--- src/rtl/ahb_seven_seg_scanner.sv ---
// Multiplexed common-anode 7-segment scanner for a 32-bit port value, double-buffered per frame.
// Optional macro LEADING_ZERO_BLANK_EN blanks segments a-g of leading-zero digits.
module ahb_seven_seg_scanner #(
  parameter int unsigned CLK_DIV      = 50000,
  parameter int unsigned NUM_DIGITS   = 8,
  parameter int unsigned BLANK_CYCLES = 2
) (
  input  logic        HCLK,
  input  logic        HRESET,
  input  logic [31:0] iValue,
  input  logic [7:0]  iDp,
  input  logic        iLoad,
  output logic [7:0]  nSegments,
  output logic [7:0]  nDigit,
  output logic        oFrameDone
);

  localparam int unsigned PW        = (CLK_DIV > 2) ? $clog2(CLK_DIV) : 1;
  localparam logic [PW-1:0] PrescLast = PW'(CLK_DIV - 1);
  localparam logic [PW-1:0] BlankEnd  = PW'(BLANK_CYCLES);
  localparam logic [2:0]    IdxLast   = 3'(NUM_DIGITS - 1);
  localparam logic [7:0]    DigMask   = 8'((1 << NUM_DIGITS) - 1);

  function automatic logic [6:0] seg7(input logic [3:0] nib);
    logic [6:0] s;
    unique case (nib)
      4'h0: s = 7'h3F;
      4'h1: s = 7'h06;
      4'h2: s = 7'h5B;
      4'h3: s = 7'h4F;
      4'h4: s = 7'h66;
      4'h5: s = 7'h6D;
      4'h6: s = 7'h7D;
      4'h7: s = 7'h07;
      4'h8: s = 7'h7F;
      4'h9: s = 7'h6F;
      4'hA: s = 7'h77;
      4'hB: s = 7'h7C;
      4'hC: s = 7'h39;
      4'hD: s = 7'h5E;
      4'hE: s = 7'h79;
      default: s = 7'h71;
    endcase
    return s;
  endfunction

  logic [PW-1:0] r_presc;
  logic [2:0]    r_idx;
  logic [31:0]   r_pend_val;
  logic [7:0]    r_pend_dp;
  logic          r_pend_vld;
  logic [31:0]   r_disp_val;
  logic [7:0]    r_disp_dp;

  logic       w_slot_end;
  logic       w_frame_end;
  logic [3:0] w_nib;
  logic       w_lz_blank;
  logic [6:0] w_seg_on;

  assign w_slot_end  = (r_presc == PrescLast);
  assign w_frame_end = w_slot_end && (r_idx == IdxLast);
  assign w_nib       = r_disp_val[{r_idx, 2'b00} +: 4];

`ifdef LEADING_ZERO_BLANK_EN
  logic [2:0] w_msnz;

  // Highest nonzero nibble of the display buffer; stays 0 for an all-zero value.
  always_comb begin
    w_msnz = 3'd0;
    for (int unsigned k = 0; k < NUM_DIGITS; k++) begin
      if (r_disp_val[4*k +: 4] != 4'h0) w_msnz = 3'(k);
    end
  end

  assign w_lz_blank = (r_idx > w_msnz);
`else
  assign w_lz_blank = 1'b0;
`endif

  assign w_seg_on = w_lz_blank ? 7'h00 : seg7(w_nib);

  always_ff @(posedge HCLK) begin
    if (HRESET) begin
      r_presc    <= '0;
      r_idx      <= 3'd0;
      r_pend_val <= 32'h0;
      r_pend_dp  <= 8'h0;
      r_pend_vld <= 1'b0;
      r_disp_val <= 32'h0;
      r_disp_dp  <= 8'h0;
      nSegments  <= 8'hFF;
      nDigit     <= 8'hFF;
      oFrameDone <= 1'b0;
    end else begin
      r_presc <= w_slot_end ? '0 : r_presc + PW'(1);
      if (w_slot_end) r_idx <= (r_idx == IdxLast) ? 3'd0 : r_idx + 3'd1;
      oFrameDone <= w_frame_end;

      if (w_frame_end && r_pend_vld) begin
        r_disp_val <= r_pend_val;
        r_disp_dp  <= r_pend_dp;
        r_pend_vld <= 1'b0;
      end
      // A load on the frame-end cycle must win over the clear above and stay pending.
      if (iLoad) begin
        r_pend_val <= iValue;
        r_pend_dp  <= iDp;
        r_pend_vld <= 1'b1;
      end

      if (r_presc < BlankEnd) begin
        nSegments <= 8'hFF;
        nDigit    <= 8'hFF;
      end else begin
        nSegments <= ~{r_disp_dp[r_idx], w_seg_on};
        nDigit    <= ~(8'h01 << r_idx) | ~DigMask;
      end
    end
  end

endmodule
--- config.mk ---
export PLATFORM = sky130hd
export DESIGN_NAME = ahb_seven_seg_scanner
export DESIGN_NICKNAME = d
export VERILOG_FILES = /design/src/rtl/ahb_seven_seg_scanner.sv
export SDC_FILE = /design/constraint.sdc
export NUM_CORES = 1
export LEC_CHECK = 0
export BUFFER_PORTS_ARGS = -buffer_cell sky130_fd_sc_hd__buf_2
export CORE_MARGIN = 1.5
export CORE_UTILIZATION = 45
export CTS_CLUSTER_DIAMETER = 150
export CTS_CLUSTER_SIZE = 28
export DETAILED_ROUTE_END_ITERATION = 8
export PLACE_DENSITY = 0.77
export REMOVE_ABC_BUFFERS = 1
export SYNTH_ARGS = -nofsm -noshare
export SYNTH_HDL_FRONTEND = slang
export SYNTH_SLANG_ARGS = --single-unit
export TNS_END_PERCENT = 20
--- constraint.sdc ---
create_clock -name HCLK -period 2.51 [get_ports HCLK]
set_clock_uncertainty 0.2 [all_clocks]
set_input_delay 0 -clock HCLK [delete_from_list [all_inputs] [get_ports HCLK]]
set_output_delay 0 -clock HCLK [all_outputs]
set_load 0.005 [all_outputs]
After elaboration in Yosys (flattened, before gate mapping)
Memory sizes are Yosys's and may differ from the RTL's.
Index checks and enable logic that the tools add are counted.
Cells by class
  shift operators: 2
  reduce and logical (&&, ||, !) cells: 5
  bitwise operators: 2
  $lt $le $gt $ge: 2
  $add $sub $neg: 2
  mux-type cells: 5
  equal/unequal tests: 2
Operators with widths (count)
  $shiftx 32x6->4: 1
  $add 16x1->16 const B: 1
  $eq 16x16->1 const B: 1
  $lt 16x2->1 const B: 1
  $not 8->8: 2
  $shl 1x3->8 const A: 1
  $lt 3x4->1 const B: 1
  $reduce_or 2->1: 2
  $add 3x1->3 const B: 1
  $bmux 1 s3: 1
  $eq 3x3->1 const B: 1
  $mux 1: 3
  $mux 3: 1
  $logic_and 1x1->1: 2
  $reduce_bool 2->1: 1
Word-level totals
  logic and storage cells: 31
  output and inout bits: 17
  flip-flop bits (word level): 117
  input port bits: 43
  memories: 1
  ROM bits: 112
Memory list
  (no name shown): depth 16, width 7, rd ports 1, clocked after memory_dff 0, write ports 0, RTL line 26  | unique case (nib)

Depth between registers and ports, before layout
Gate-level depths: netlist of run 1.
  depth in word-level cells: 5
  gate-level depth with buffers: 10
  mapped depth without buffers: 9

Least setup slack after synthesis of run 1
Ideal clock, no wire load.
  path type: register -> register
  start: register r_idx[0]
  end: register nSegments[3]
  data required time: 2171 ps
  buffers on the path: 2
  stages on the path, launching flop included: 11
  setup time: 139 ps
  slack: -36 ps
  clock period less this slack: 2546 ps
  arrival: 2207 ps
  path through: dfxtp_1 > buf_4 > buf_6 > mux4_2 > mux2i_1 > inv_1 > ha_1 > inv_1 > nor3_1 > a211oi_1 > o21ai_0
Between the ends
  longest elaborated chain between the ends: 3
RTL lines
  start, declared: RTL line 48  | logic [2:0] r_idx;
  start signal, assigned: RTL line 97  | if (w_slot_end) r_idx <= (r_idx == IdxLast) ? 3'd0 : r_idx + 3'd1;
  $shiftx 32x6->4: RTL line 63  | assign w_nib = r_disp_val[{r_idx, 2'b00} +: 4];
  $mem_v2 16x7
  $not 8->8: RTL line 116  | nSegments <= ~{r_disp_dp[r_idx], w_seg_on};
  end signal, assigned: RTL line 116
  end, declared: RTL line 13  | output logic [7:0] nSegments,
No other way between the ends.
A chain may end at the register's enable or synchronous reset.

Worst setup path in the final report of run 1
Same ends and word-level chain as after synthesis.

==> metrics.md, run 1 <==
| Metric | Value |
|---|---|
| Result of the run | `completed` |
| Slack of the worst reg-to-reg path | `approximately 0.10 ns` |
| Post-synthesis simple-gate area fraction | `0.188` |
| # DRC | `0` |
| Crit path time final | `roughly 2.4 ns` |
| Compound-gate portion of the synthesized area | `0.0769` |
| Max-cap violation count | `0` |
| Wire length of the first global-routing pass | `about 20000 µm` |
| Synth Flop Type | `sky130_fd_sc_hd__dfxtp_1` |
| Mean area per synthesized cell | `9.25 µm²` |
| Worst-case clock buffer depth | `2` |
| Combined global-route utilization of all metal layers | `0.230` |
| Final critical-path share of the clock period | `0.960` |
| Pwr Density | `roughly 690 nW/µm²` |
| Area of the core | `10300 µm²` |
| Clock-pin transition on the worst setup and hold timing paths | `roughly 0.060 ns` |
| Transition time at the pin with the least slew margin | `about 1.2 ns` |
| Hold/Removal Path Class | `primary input to flip-flop` |
| Worst supply voltage drop on vdd | `around 0.44 mV` |
| Sequential area share after synthesis | `0.493` |
| GPL Wtd Cong | `~0.88` |
| Synth warn | `0` |
| Number of DRC markers after the initial detailed-route iteration | `approximately 270` |
| Count of distinct cell types in the synthesized netlist | `42` |
| Gate count of the mapped netlist | `slightly above 500` |
| Number of cell rows | `37` |
| Number of placed I/O pins | `60` |
| Layout-stage area growth over the synthesis result | `38.5%` |
| CTS H-tree lvls | `4` |
| CTS tree | `yes` |
| CP Data Arrival Time | `2.55 ns` |
| End point of the most critical hold path | `r_pend_val[17]$_SDFFE_PP0P_` |
| Post-Synth Adder-Cell Area | `0.0342` |
| # clock sinks | `between 100 and 150` |
| Post-Syn Area | `4750 µm²` |
| Setup slack of the critical path after layout | `around 0.1 ns` |
| Detailed Place HPWL | `~6400 µm` |
| Effective utilization at floorplan | `0.463` |
| Share of layout cells above drive strength 1 | `0.175` |
| Worst slew margin | `0.211` |
| Die ar. | `between 10000 and 15000 µm²` |
| Final layout net count | `712` |
| Main combinational cell family by area after synthesis | `simple AND/OR/NAND/NOR gates` |
| Reported leakage power | `about 2.7 nW` |
| Depth of the worst hold-timing path | `4` |
| Routed via count divided by cell count | `around 5.2` |
| CP Data Required Time | `approximately 2.7 ns` |
| Number of iterations in the first detailed-routing pass | `5` |
| Endpoint of the lowest-slack register-to-register path | `nSegments[3]$_SDFF_PP1_` |
| Total of flip-flops plus latches after synthesis | `117` |
| Number of buffer cells added on primary ports | `about 60` |
| Routed wire length | `~12000 µm` |
| Unrepaired setup endpoints after global routing | `no` |
| Share of cell area taken by muxes after synthesis | `0.141` |
| Largest net degree at the start of global routing | `slightly below 90` |
| Max Clock Freq | `roughly 420 MHz` |
| Remaining antenna violation count after routing | `0` |
| Launch point of the worst reg-to-reg path | `r_idx[0]$_SDFFE_PP0N_` |
| Number of max-slew violations in the final report | `0` |
| Total power | `between 4 and 5 mW` |
| Kind of critical path | `flip-flop to flip-flop` |
| Share of flip-flops with an asynchronous set or reset | `0` |
| Horiz. Die Dim | `approximately 110 µm` |
| Vias in the first global route | `about 4200` |
| Hold Startpoint | `iValue[17]` |
| Clock buffer count from CTS | `17` |
| GR Overflow Total | `0` |
| Critical Path Sink Type | `flip-flop` |
| Post-synthesis share of cell area spent on xor and xnor gates | `0.0258` |
| EDFF count, synth | `0` |
| Worst reg-to-reg path cell count | `9` |
| CP Launch Type | `flip-flop` |
| Root Driver | `sky130_fd_sc_hd__clkbuf_8` |
| Setup-violating endpoint count in the final report | `0` |
| Number of antenna violations at the first check in global routing | `0` |
| Latest clock arrival within the worst-skew pair | `0.53 ns` |
| Post-placement setup slack | `0.0359 ns` |
| Hold Fails Final Rpt | `0` |
| Final antenna diode count | `0` |
| Routed length per placed instance | `15.0 µm` |
| Die outline height | `between 100 and 150 µm` |
| DR vias | `between 4000 and 5000` |
| Largest fanout on the critical path | `6` |
[power by group]
| group | internal [mW] | switching, mW | total, mW | leakage [nW] |
|---|---|---|---|---|
| combinational | 0.181 | 0.122 | 0.303 | 1.45 |
| sequential | 1.91 | 0.0324 | 1.94 | 0.954 |
| clock | 1.39 | 0.883 | 2.27 | 0.258 |
[routing by layer]
| metal | vias to the layer above | GRT usage | share of wire |
|---|---|---|---|
| met2 | 150 | 0.397 | 0.50 |
| met5 | - | 0 | 0 |
| met4 | 0 | 0.121 | 0.027 |
| met1 | 2006 | 0.260 | 0.42 |
| met3 | 33 | 0.0606 | 0.053 |
| li1 | 2027 | - | - |
[cell families (layout without fill, tap and decap cells)]
family / after synthesis / after routing
xor gates and xnor gates: 14 / 14
adders and majority gates: 13 / 13
AOI/OAI and AO/OA: 64 / 64
muxes: 56 / 56
DFF: 117 / 117
and+or+nand+nor: 211 / 211
buffers and inverters: 39 / 194
[how the worst max path moves through the flow]
stage / from / end / slack (ns) / depth (start not counted)
2_1_floorplan: r_idx[0]$_SDFFE_PP0N_ / r_disp_dp[0]$_SDFFE_PP0P_ / -0.53 / 6
4_1_cts: r_idx[1]$_SDFFE_PP0N_ / nSegments[3]$_SDFF_PP1_ / 0.04 / 9
5_1_grt: r_presc[0]$_SDFF_PP0_ / r_disp_dp[5]$_SDFFE_PP0P_ / 0.001 / 7
6_report: r_idx[0]$_SDFFE_PP0N_ / nSegments[3]$_SDFF_PP1_ / 0.10 / 9
3_5_place_dp: r_idx[0]$_SDFFE_PP0N_ / nSegments[3]$_SDFF_PP1_ / 0.04 / 9
3_3_place_gp: r_idx[0]$_SDFFE_PP0N_ / nSegments[3]$_SDFF_PP1_ / 0.07 / 9
[through the flow]
| stage | area [µm²] | instances | hold slack, ns | utilization | setup TNS, ns |
|---|---|---|---|---|---|
| floorplan | 4590 | 484 | -0.131 | - | -22.04 |
| global placement | 5160 | 688 | 0.0326 | 0.503 | 0 |
| detailed placement | 5160 | 688 | 0.0428 | 0.503 | 0 |
| CTS | 6580 | 805 | 0.0465 | 0.640 | 0 |
| global route | 6580 | 805 | 0.0707 | 0.641 | 0 |
| finish | 6580 | 805 | 0.0622 | 0.641 | 0 |
[final cells by class]
class                           count  area, µm²
Clock buffer                       21        459
Tap cell                          136        170
Clock inverter                     11        103
Timing Repair Buffer              153       1250
Inverter                            9       33.8
Fill cell                         790       3690
Multi-Input combinational cell    358       2220
Sequential cell                   117       2350
[timing repair]
action / 4_1_cts / 5_1_grt
endpoints found under the setup margin: 1 / 19
gates resized for setup: 1 / 3
hold buffers: 85 / 0
buffers inserted: 0 / 0
endpoints found under the hold margin: 72 / 0
[synthesized netlist by cell type (2+ instances only)]
| library cell | count | area share |
|---|---|---|
| sky130_fd_sc_hd__buf_1 | 3 | 0.0024 |
| sky130_fd_sc_hd__nand2b_1 | 2 | 0.0026 |
| sky130_fd_sc_hd__o21ai_0 | 3 | 0.0032 |
| sky130_fd_sc_hd__mux2_2 | 2 | 0.0047 |
| sky130_fd_sc_hd__and3_1 | 3 | 0.0039 |
| sky130_fd_sc_hd__ha_1 | 13 | 0.034 |
| sky130_fd_sc_hd__inv_1 | 8 | 0.0063 |
| sky130_fd_sc_hd__buf_2 | 6 | 0.0063 |
| sky130_fd_sc_hd__nand4_1 | 2 | 0.0026 |
| sky130_fd_sc_hd__a21oi_1 | 47 | 0.049 |
| sky130_fd_sc_hd__and2_1 | 3 | 0.0039 |
| sky130_fd_sc_hd__buf_6 | 5 | 0.012 |
| sky130_fd_sc_hd__nand3_1 | 13 | 0.014 |
| sky130_fd_sc_hd__xnor2_1 | 7 | 0.013 |
| sky130_fd_sc_hd__buf_4 | 2 | 0.0032 |
| sky130_fd_sc_hd__mux2i_1 | 45 | 0.095 |
| sky130_fd_sc_hd__a211oi_1 | 4 | 0.0063 |
| sky130_fd_sc_hd__nand2_1 | 102 | 0.081 |
| sky130_fd_sc_hd__dfxtp_1 | 117 | 0.49 |
| sky130_fd_sc_hd__nor2_1 | 65 | 0.051 |
| sky130_fd_sc_hd__clkbuf_1 | 14 | 0.011 |
| sky130_fd_sc_hd__mux4_2 | 8 | 0.038 |
| sky130_fd_sc_hd__nor3_1 | 7 | 0.0074 |
| sky130_fd_sc_hd__xor2_1 | 7 | 0.013 |
| sky130_fd_sc_hd__nor4_1 | 6 | 0.0079 |
| sky130_fd_sc_hd__or3_1 | 2 | 0.0026 |
| sky130_fd_sc_hd__o221ai_1 | 3 | 0.0055 |
[worst max-delay path: stages (launching register included)]
cell and delay, ns:
sky130_fd_sc_hd__dfxtp_4 0.41, sky130_fd_sc_hd__mux4_2 0.50, sky130_fd_sc_hd__nand2_1 0.08, sky130_fd_sc_hd__and2_2 0.20, sky130_fd_sc_hd__inv_1 0.09, sky130_fd_sc_hd__ha_1 0.20
sky130_fd_sc_hd__inv_1 0.09, sky130_fd_sc_hd__nor3_1 0.07, sky130_fd_sc_hd__a211oi_1 0.26, sky130_fd_sc_hd__o21ai_0 0.13
[cell usage in the layout, fill, tap and decap left out, types with 2 or more instances in the layout]
cell type / Yosys / final
sky130_fd_sc_hd__a211oi_1: 4 / 4
sky130_fd_sc_hd__a21oi_1: 47 / 47
sky130_fd_sc_hd__and2_1: 3 / 2
sky130_fd_sc_hd__and3_1: 3 / 3
sky130_fd_sc_hd__buf_12: 0 / 3
sky130_fd_sc_hd__buf_2: 6 / 59
sky130_fd_sc_hd__buf_4: 2 / 6
sky130_fd_sc_hd__clkbuf_16: 0 / 16
sky130_fd_sc_hd__clkbuf_8: 0 / 4
sky130_fd_sc_hd__clkinv_2: 0 / 2
sky130_fd_sc_hd__clkinv_4: 0 / 2
sky130_fd_sc_hd__clkinvlp_4: 0 / 6
sky130_fd_sc_hd__dfxtp_1: 117 / 115
sky130_fd_sc_hd__dlygate4sd3_1: 0 / 85
sky130_fd_sc_hd__ha_1: 13 / 13
sky130_fd_sc_hd__inv_1: 8 / 8
sky130_fd_sc_hd__mux2_2: 2 / 2
sky130_fd_sc_hd__mux2i_1: 45 / 45
sky130_fd_sc_hd__mux4_2: 8 / 8
sky130_fd_sc_hd__nand2_1: 102 / 102
sky130_fd_sc_hd__nand2b_1: 2 / 2
sky130_fd_sc_hd__nand3_1: 13 / 13
sky130_fd_sc_hd__nand4_1: 2 / 2
sky130_fd_sc_hd__nor2_1: 65 / 65
sky130_fd_sc_hd__nor3_1: 7 / 7
sky130_fd_sc_hd__nor4_1: 6 / 6
sky130_fd_sc_hd__o21ai_0: 3 / 3
sky130_fd_sc_hd__o221ai_1: 3 / 3
sky130_fd_sc_hd__or3_1: 2 / 2
sky130_fd_sc_hd__xnor2_1: 7 / 7
sky130_fd_sc_hd__xor2_1: 7 / 7
[flip-flops by register name, indices dropped and copies added (netlist names)]
| register | cells |
|---|---|
| r_pend_dp | 8 |
| oFrameDone | 1 |
| r_pend_vld | 1 |
| r_disp_val | 32 |
| nDigit | 8 |
| r_pend_val | 32 |
| r_presc | 16 |
| nSegments | 8 |
| r_idx | 3 |
| r_disp_dp | 8 |
Note: power is estimated with default switching activity, not from simulation.
==> inputs of run 2 (changes only) <==
- ABC_AREA: unset -> 1
==> run 2 against run 1 <==
Register-to-register slack gained 0.27 ns. Synthesized cell count increased by 44%. Largest cell class unchanged. Synthesized area is 7.3% higher. Fmax is 12% higher. Largest power group unchanged.
==> metrics.md, run 2 <==
| Metric | Value |
|---|---|
| Max Clock Freq | `between 400 and 500 MHz` |
| CP Data Required Time | `between 2 and 3 ns` |
| Share of layout cells above drive strength 1 | `0.131` |
| Post-Synth Adder-Cell Area | `0.0319` |
| Post-synthesis simple-gate area fraction | `0.346` |
| Hold Startpoint | `iLoad` |
| Share of cell area taken by muxes after synthesis | `0` |
| Filler-free cell count of the finished design | `1018` |
| # DRC | `0` |
| Share of flip-flops with an asynchronous set or reset | `0` |
| CTS tree | `yes` |
| Leading post-synthesis cells by cell area | `sky130_fd_sc_hd__dfxtp_1 (46%), sky130_fd_sc_hd__nor2_1 (14%), sky130_fd_sc_hd__nand2_1 (13%), sky130_fd_sc_hd__inv_1 (5.1%), sky130_fd_sc_hd__o21ai_0 (4.9%)` |
| Worst-case clock buffer depth | `2` |
| Endpoint of the lowest-slack register-to-register path | `nSegments[6]$_SDFF_PP1_` |
| Routed metal-1 wire length | `approximately 5500 µm` |
| Detail Route met3 WL | `approximately 490 µm` |
| Die outline height | `~110 µm` |
| GR Overflow Total | `0` |
| Depth of the worst hold-timing path | `4` |
| Most common library cell in the layout ignoring fill and taps | `sky130_fd_sc_hd__nor2_1` |
| Number of antenna violations at the first check in global routing | `0` |
| Largest fanout on the critical path | `33` |
| Kind of critical path | `primary input to flip-flop` |
| Main combinational cell family by area after synthesis | `simple AND/OR/NAND/NOR gates` |
| Setup slack of the critical path after layout | `~0.36 ns` |
| Number of DRC markers after the initial detailed-route iteration | `around 320` |
| Met2 routed WL | `between 5000 and 6000 µm` |
| Post-synthesis share of cell area spent on xor and xnor gates | `0.00172` |
| Number of max-slew violations in the final report | `0` |
| Hold/Removal Path Class | `primary input to flip-flop` |
| Final antenna diode count | `0` |
| End point of the most critical hold path | `r_pend_val[3]$_SDFFE_PP0P_` |
| Leading registers by flop count | `r_disp_val (32), r_pend_val (32), r_presc (16)` |
| Layout-stage area growth over the synthesis result | `34.6%` |
| Routed length per placed instance | `about 12 µm` |
| Routed via count divided by cell count | `roughly 4.7` |
| Hold Fails Final Rpt | `0` |
| Synth Flop Type | `sky130_fd_sc_hd__dfxtp_1` |
| DP Cell Count | `between 900 and 1000` |
| DR vias | `around 4800` |
| Post-layout utilization of the core | `0.628` |
| Result of the run | `completed` |
| Max-cap violation count | `0` |
| Number of cell rows | `38` |
| Total power | `around 5 mW` |
| Uppermost routed layer | `met4` |
| Worst slew margin | `0.712` |
| Detailed Place HPWL | `slightly below 7000 µm` |
| Vias in the first global route | `about 4800` |
| Count of fill cells added during filler insertion | `about 960` |
| Number of placed I/O pins | `60` |
| CP Launch Type | `primary input` |
| Post-placement setup slack | `approximately 0.44 ns` |
| CP Data Arrival Time | `about 2.3 ns` |
| EDFF count, synth | `0` |
| Effective utilization at floorplan | `0.466` |
| Most used standard cell by instance count after synthesis | `sky130_fd_sc_hd__nor2_1` |
| Clock buffer count from CTS | `17` |
| Sequential area share after synthesis | `0.459` |
| Combined global-route utilization of all metal layers | `0.223` |
| Gate count of the mapped netlist | `739` |
| Crit path time final | `approximately 2.2 ns` |
| Post-Syn Area | `roughly 5100 µm²` |
| Clock-pin transition on the worst setup and hold timing paths | `about 0.060 ns` |
| Routed wire length | `12100 µm` |
| Final critical-path share of the clock period | `0.857` |
| Worst supply voltage drop on vdd | `slightly above 0.6 mV` |
| Area of the core | `about 11000 µm²` |
| Setup-violating endpoint count in the final report | `0` |
| Mean area per synthesized cell | `just under 7 µm²` |
| Unrepaired setup endpoints after global routing | `no` |
| Commonest non-fill, non-tap cells in the layout | `sky130_fd_sc_hd__nor2_1 (184), sky130_fd_sc_hd__nand2_1 (171), sky130_fd_sc_hd__dfxtp_1 (117)` |
| Transition time at the pin with the least slew margin | `around 0.43 ns` |
| Final layout net count | `about 920` |
| Remaining antenna violation count after routing | `0` |
| Combined flip-flop and latch cell area | `approximately 2300 µm²` |
| # clock sinks | `117` |
| Critical Path Sink Type | `flip-flop` |
| Latest clock arrival within the worst-skew pair | `0.42 ns` |
| Setup TNS | `0 ns` |
| Count of distinct cell types in the synthesized netlist | `25` |
| Total of flip-flops plus latches after synthesis | `117` |
| Pwr Density | `roughly 720 nW/µm²` |
| Number of buffer cells added on primary ports | `between 50 and 60` |
| Root Driver | `sky130_fd_sc_hd__clkbuf_16` |
| Largest net degree at the start of global routing | `just over 80` |
| Post-synth top area share | `0.459` |
| Cell type contributing the most total cell area after synthesis | `sky130_fd_sc_hd__dfxtp_1` |
| Synth warn | `0` |
| GPL Wtd Cong | `0.883` |
| Horiz. Die Dim | `roughly 110 µm` |
| Slack of the worst reg-to-reg path | `about 0.37 ns` |
| Wire length of the first global-routing pass | `between 20000 and 25000 µm` |
| Worst reg-to-reg path cell count | `11` |
| Multi-input gate area | `2300 µm²` |
| Die ar. | `~12000 µm²` |
| CTS H-tree lvls | `4` |
| Cell types with the highest counts after synthesis | `sky130_fd_sc_hd__nor2_1 (184), sky130_fd_sc_hd__nand2_1 (171), sky130_fd_sc_hd__dfxtp_1 (117), sky130_fd_sc_hd__inv_1 (69), sky130_fd_sc_hd__o21ai_0 (50)` |
| Launch point of the worst reg-to-reg path | `r_idx[0]$_SDFFE_PP0N_` |
| Number of iterations in the first detailed-routing pass | `4` |
| Reported leakage power | `about 3.3 nW` |
| Compound-gate portion of the synthesized area | `0.0709` |
## run 2: changes by cell type after synthesis, moves of 4 or more
cell,before,now
sky130_fd_sc_hd__nor2_1,65,184
sky130_fd_sc_hd__nand2_1,102,171
sky130_fd_sc_hd__inv_1,8,69
sky130_fd_sc_hd__o21ai_0,3,50
sky130_fd_sc_hd__mux2i_1,45,0
sky130_fd_sc_hd__nand3_1,13,47
sky130_fd_sc_hd__a21oi_1,47,19
sky130_fd_sc_hd__mux4_2,8,0
sky130_fd_sc_hd__xnor2_1,7,0
sky130_fd_sc_hd__nand4_1,2,8
sky130_fd_sc_hd__nor4_1,6,0
sky130_fd_sc_hd__xor2_1,7,1
sky130_fd_sc_hd__inv_2,0,5
sky130_fd_sc_hd__a211oi_1,4,0
## run 2: through the flow
step | instance area (µm²) | hold WS [ns]
after floorplan | 4920 | -0.131
final | 6860 | 0.0218
after CTS | 6860 | 0.00305
after global placement | 5470 | 0.0224
after detailed placement | 5470 | 0.0275
after global routing | 6860 | 0.0507
## run 2: routing by layer
layer / up-vias / global-route usage
li1: 2538 / -
met1: 2173 / 0.261
met2: 101 / 0.388
met3: 22 / 0.0539
met4: 0 / 0.0928
met5: - / 0
## run 2: cell type report
cell class | instances | area share
Tap cell | 140 | 0.0255
Timing Repair Buffer | 140 | 0.160
Multi-Input combinational cell | 514 | 0.335
Inverter | 75 | 0.0414
Clock inverter | 12 | 0.0292
Sequential cell | 117 | 0.341
Clock buffer | 20 | 0.0680
## run 2: cells by family (layout without fill, tap and decap cells)
family	count (synthesis)	count (layout)
buffers and inverters	108	247
flip-flops	117	117
AO/OA/AOI/OAI	71	71
adder cells (fa/ha/maj)	13	13
XOR/XNOR	1	1
AND/OR/NAND/NOR	429	429
## run 2: worst max-delay path by stage
stage | to | cells after the start | start | slack (ns)
after floorplan | r_disp_dp[0]$_SDFFE_PP0P_ | 6 | r_idx[0]$_SDFFE_PP0N_ | 0.13
after global placement | nSegments[6]$_SDFF_PP1_ | 11 | r_idx[0]$_SDFFE_PP0N_ | 0.43
after detailed placement | nSegments[6]$_SDFF_PP1_ | 11 | r_idx[0]$_SDFFE_PP0N_ | 0.44
after CTS | nSegments[6]$_SDFF_PP1_ | 11 | r_idx[0]$_SDFFE_PP0N_ | 0.40
after global routing | nSegments[3]$_SDFF_PP1_ | 11 | r_idx[0]$_SDFFE_PP0N_ | 0.18
final | r_pend_val[6]$_SDFFE_PP0P_ | 7 | HRESET | 0.36
## run 2: worst max-delay path, cell delays in order
cell and delay [ns]:
sky130_fd_sc_hd__dlygate4sd3_1 0.53, sky130_fd_sc_hd__buf_2 0.16, sky130_fd_sc_hd__inv_2 0.33, sky130_fd_sc_hd__buf_4 0.38, sky130_fd_sc_hd__o21ai_0 0.20, sky130_fd_sc_hd__nor2_1 0.14
sky130_fd_sc_hd__dlygate4sd3_1 0.56
## run 2: timing repair
item | CTS | global route
hold buffers | 73 | 0
resized for setup | 0 | 0
endpoints found under the hold margin | 66 | 0
setup buffers | 0 | 0
## run 2: power by group
group	switching, mW	internal (mW)	total (mW)
clock network	0.871	1.84	2.71
registers	0.0302	1.92	1.95
logic	0.123	0.154	0.277
==> inputs of run 3 (changes only) <==
- RECOVER_POWER: unset -> 25
==> run 3 against run 2 <==
Worst hold slack better by 0.0031 ns. Flip-flop and latch count stayed put. Sequential share of layout area is 0.16 points higher. Clock-buffer cell count stayed put. Setup slack worse by 0.064 ns. Combinational power is 1% lower. Die area stayed put. Final cell count stayed put. Utilization is 0.29 points lower. Design area is 0.46% lower.
==> metrics.md, run 3 (synthesized netlist as in run 2, its figures left out) <==
| Metric | Value |
|---|---|
| Critical Path Sink Type | `flip-flop` |
| Master of the slowest instance on the critical path | `sky130_fd_sc_hd__dlygate4sd3_1` |
| Number of max-slew violations in the final report | `0` |
| Stage delay of the slowest cell on the critical path | `0.55 ns` |
| Multi-input gate area | `2290 µm²` |
| Max Clock Freq | `452 MHz` |
| CP Data Arrival Time | `approximately 2.4 ns` |
| Detailed Place HPWL | `~6800 µm` |
| Die ar. | `between 10000 and 15000 µm²` |
| CTS H-tree lvls | `4` |
| Combined flip-flop and latch cell area | `approximately 2300 µm²` |
| Most common library cell in the layout ignoring fill and taps | `sky130_fd_sc_hd__nor2_1` |
| Hold Fails Final Rpt | `0` |
| Most numerous cell on the critical path | `sky130_fd_sc_hd__dlygate4sd3_1` |
| DR vias | `4870` |
| Worst-case clock buffer depth | `2` |
| Number of buffer cells added on primary ports | `between 50 and 60` |
| GPL Wtd Cong | `approximately 0.9` |
| Transition time at the pin with the least slew margin | `about 0.46 ns` |
| Die outline height | `~110 µm` |
| Worst supply voltage drop on vdd | `just over 0.6 mV` |
| Largest fanout on the critical path | `33` |
| Wire length of the first global-routing pass | `between 20000 and 25000 µm` |
| Remaining antenna violation count after routing | `0` |
| Share of layout cells above drive strength 1 | `0.109` |
| Result of the run | `completed` |
| Unrepaired setup endpoints after global routing | `no` |
| # DRC | `0` |
| Setup TNS | `0 ns` |
| Horiz. Die Dim | `approximately 110 µm` |
| Count of fill cells added during filler insertion | `970` |
| GR Overflow Total | `0` |
| Routed wire length | `about 12000 µm` |
| Area of the core | `10900 µm²` |
| Root Driver | `sky130_fd_sc_hd__clkbuf_16` |
| Number of antenna violations at the first check in global routing | `0` |
| Effective utilization at floorplan | `0.466` |
| Latest clock arrival within the worst-skew pair | `approximately 0.41 ns` |
| Number of placed I/O pins | `60` |
| Kind of critical path | `primary input to flip-flop` |
| Routed length per placed instance | `around 12 µm` |
| Largest net degree at the start of global routing | `~80` |
| Leading registers by flop count | `r_disp_val (32), r_pend_val (32), r_presc (16)` |
| List of cells traversed by the critical path | `dlygate4sd3_1 > clkbuf_1 > inv_2 > buf_4 > o21ai_0 > nor2_1 > dlygate4sd3_1` |
| # clock sinks | `around 120` |
| Number of cell rows | `38` |
| CP Data Required Time | `2.67 ns` |
| Worst slew margin | `0.691` |
| Number of DRC markers after the initial detailed-route iteration | `about 320` |
| CP Launch Type | `primary input` |
| Setup-violating endpoint count in the final report | `0` |
| Crit path time final | `around 2.2 ns` |
| Final critical-path share of the clock period | `0.882` |
| Final antenna diode count | `0` |
| Number of iterations in the first detailed-routing pass | `4` |
| Hold/Removal Path Class | `primary input to flip-flop` |
| Vias in the first global route | `4767` |
| Pwr Density | `just over 700 nW/µm²` |
| Routed via count divided by cell count | `roughly 4.8` |
| Clock-pin transition on the worst setup and hold timing paths | `around 0.060 ns` |
| Commonest non-fill, non-tap cells in the layout | `sky130_fd_sc_hd__nor2_1 (185), sky130_fd_sc_hd__nand2_1 (171), sky130_fd_sc_hd__dfxtp_1 (117)` |
| CTS tree | `yes` |
| Reported leakage power | `roughly 3.3 nW` |
| Clock buffer count from CTS | `17` |
| Combined global-route utilization of all metal layers | `0.223` |
| Layout-stage area growth over the synthesis result | `34.0%` |
| Final layout net count | `between 900 and 1000` |
| Post-CTS Resized | `0` |
| Post-route cell area | `6830 µm²` |
| Post-detailed-placement cell area | `between 5000 and 6000 µm²` |
| Max-cap violation count | `0` |
[run 3: cell types whose count changed in the layout (fill, tap and decap cells not counted)]
cell,previous run,this run
sky130_fd_sc_hd__buf_4,7,6
sky130_fd_sc_hd__nor2_4,2,1
sky130_fd_sc_hd__buf_2,59,43
sky130_fd_sc_hd__clkbuf_1,0,17
sky130_fd_sc_hd__nor2_1,184,185
sky130_fd_sc_hd__inv_2,6,5
sky130_fd_sc_hd__inv_1,68,69
[run 3: critical path: cells and delay by family]
family / cells / cell delay, ns
compound gates: 1 / 0.20
buf+inv: 5 / 2.02
simple gates: 1 / 0.14
[run 3: layout make-up]
type                       instances  share of cell area
clock buffer                      20              0.0683
clock inverter                    12              0.0293
inverter                          75              0.0416
multi-input combinational        514               0.335
sequential                       117               0.343
tap                              140              0.0256
timing repair buffer             140               0.157
[run 3: path summary, 6_finish.rpt]
path	startpoint	endpoint	slack (ns)	cells past startpoint
worst min register to register	r_presc[0]$_SDFF_PP0_	r_presc[0]$_SDFF_PP0_	0.24	1
worst max register to register	r_idx[0]$_SDFFE_PP0N_	nSegments[6]$_SDFF_PP1_	0.36	11
worst max-delay path	HRESET	r_pend_val[6]$_SDFFE_PP0P_	0.30	7
worst min-delay path	iLoad	r_pend_val[3]$_SDFFE_PP0P_	0.02	4
[run 3: repair_timing]
| action | CTS | global route |
|---|---|---|
| hold buffers | 73 | 0 |
| buffers inserted | 0 | 0 |
| hold endpoints to repair | 66 | 0 |
[run 3: power breakdown]
group | internal, mW | total (mW) | switching, mW
sequential | 1.92 | 1.95 | 0.0304
combinational | 0.150 | 0.273 | 0.123
clock | 1.84 | 2.71 | 0.870
[run 3: per-layer routing]
| layer | vias to the layer above | GRT usage | wire [µm] | share of wire |
|---|---|---|---|---|
| met2 | 105 | 0.388 | 5930 | 0.49 |
| met5 | - | 0 | 0 | 0 |
| met4 | 0 | 0.0928 | 246 | 0.020 |
| li1 | 2539 | - | - | - |
| met3 | 20 | 0.0539 | 457 | 0.037 |
| met1 | 2206 | 0.261 | 5560 | 0.46 |
[run 3: metrics by stage]
stage               hold slack, ns  setup WS (ns)  std cells  total power [mW]  utilization
floorplan                   -0.131          0.132        706              2.07            -
global placement            0.0224          0.428        913              2.15        0.500
detailed placement          0.0275          0.438        913              2.16        0.500
CTS                        0.00305          0.399       1018              4.96        0.628
global route                0.0507          0.156       1018              5.09        0.625
finish                      0.0248          0.295       1018              4.93        0.625
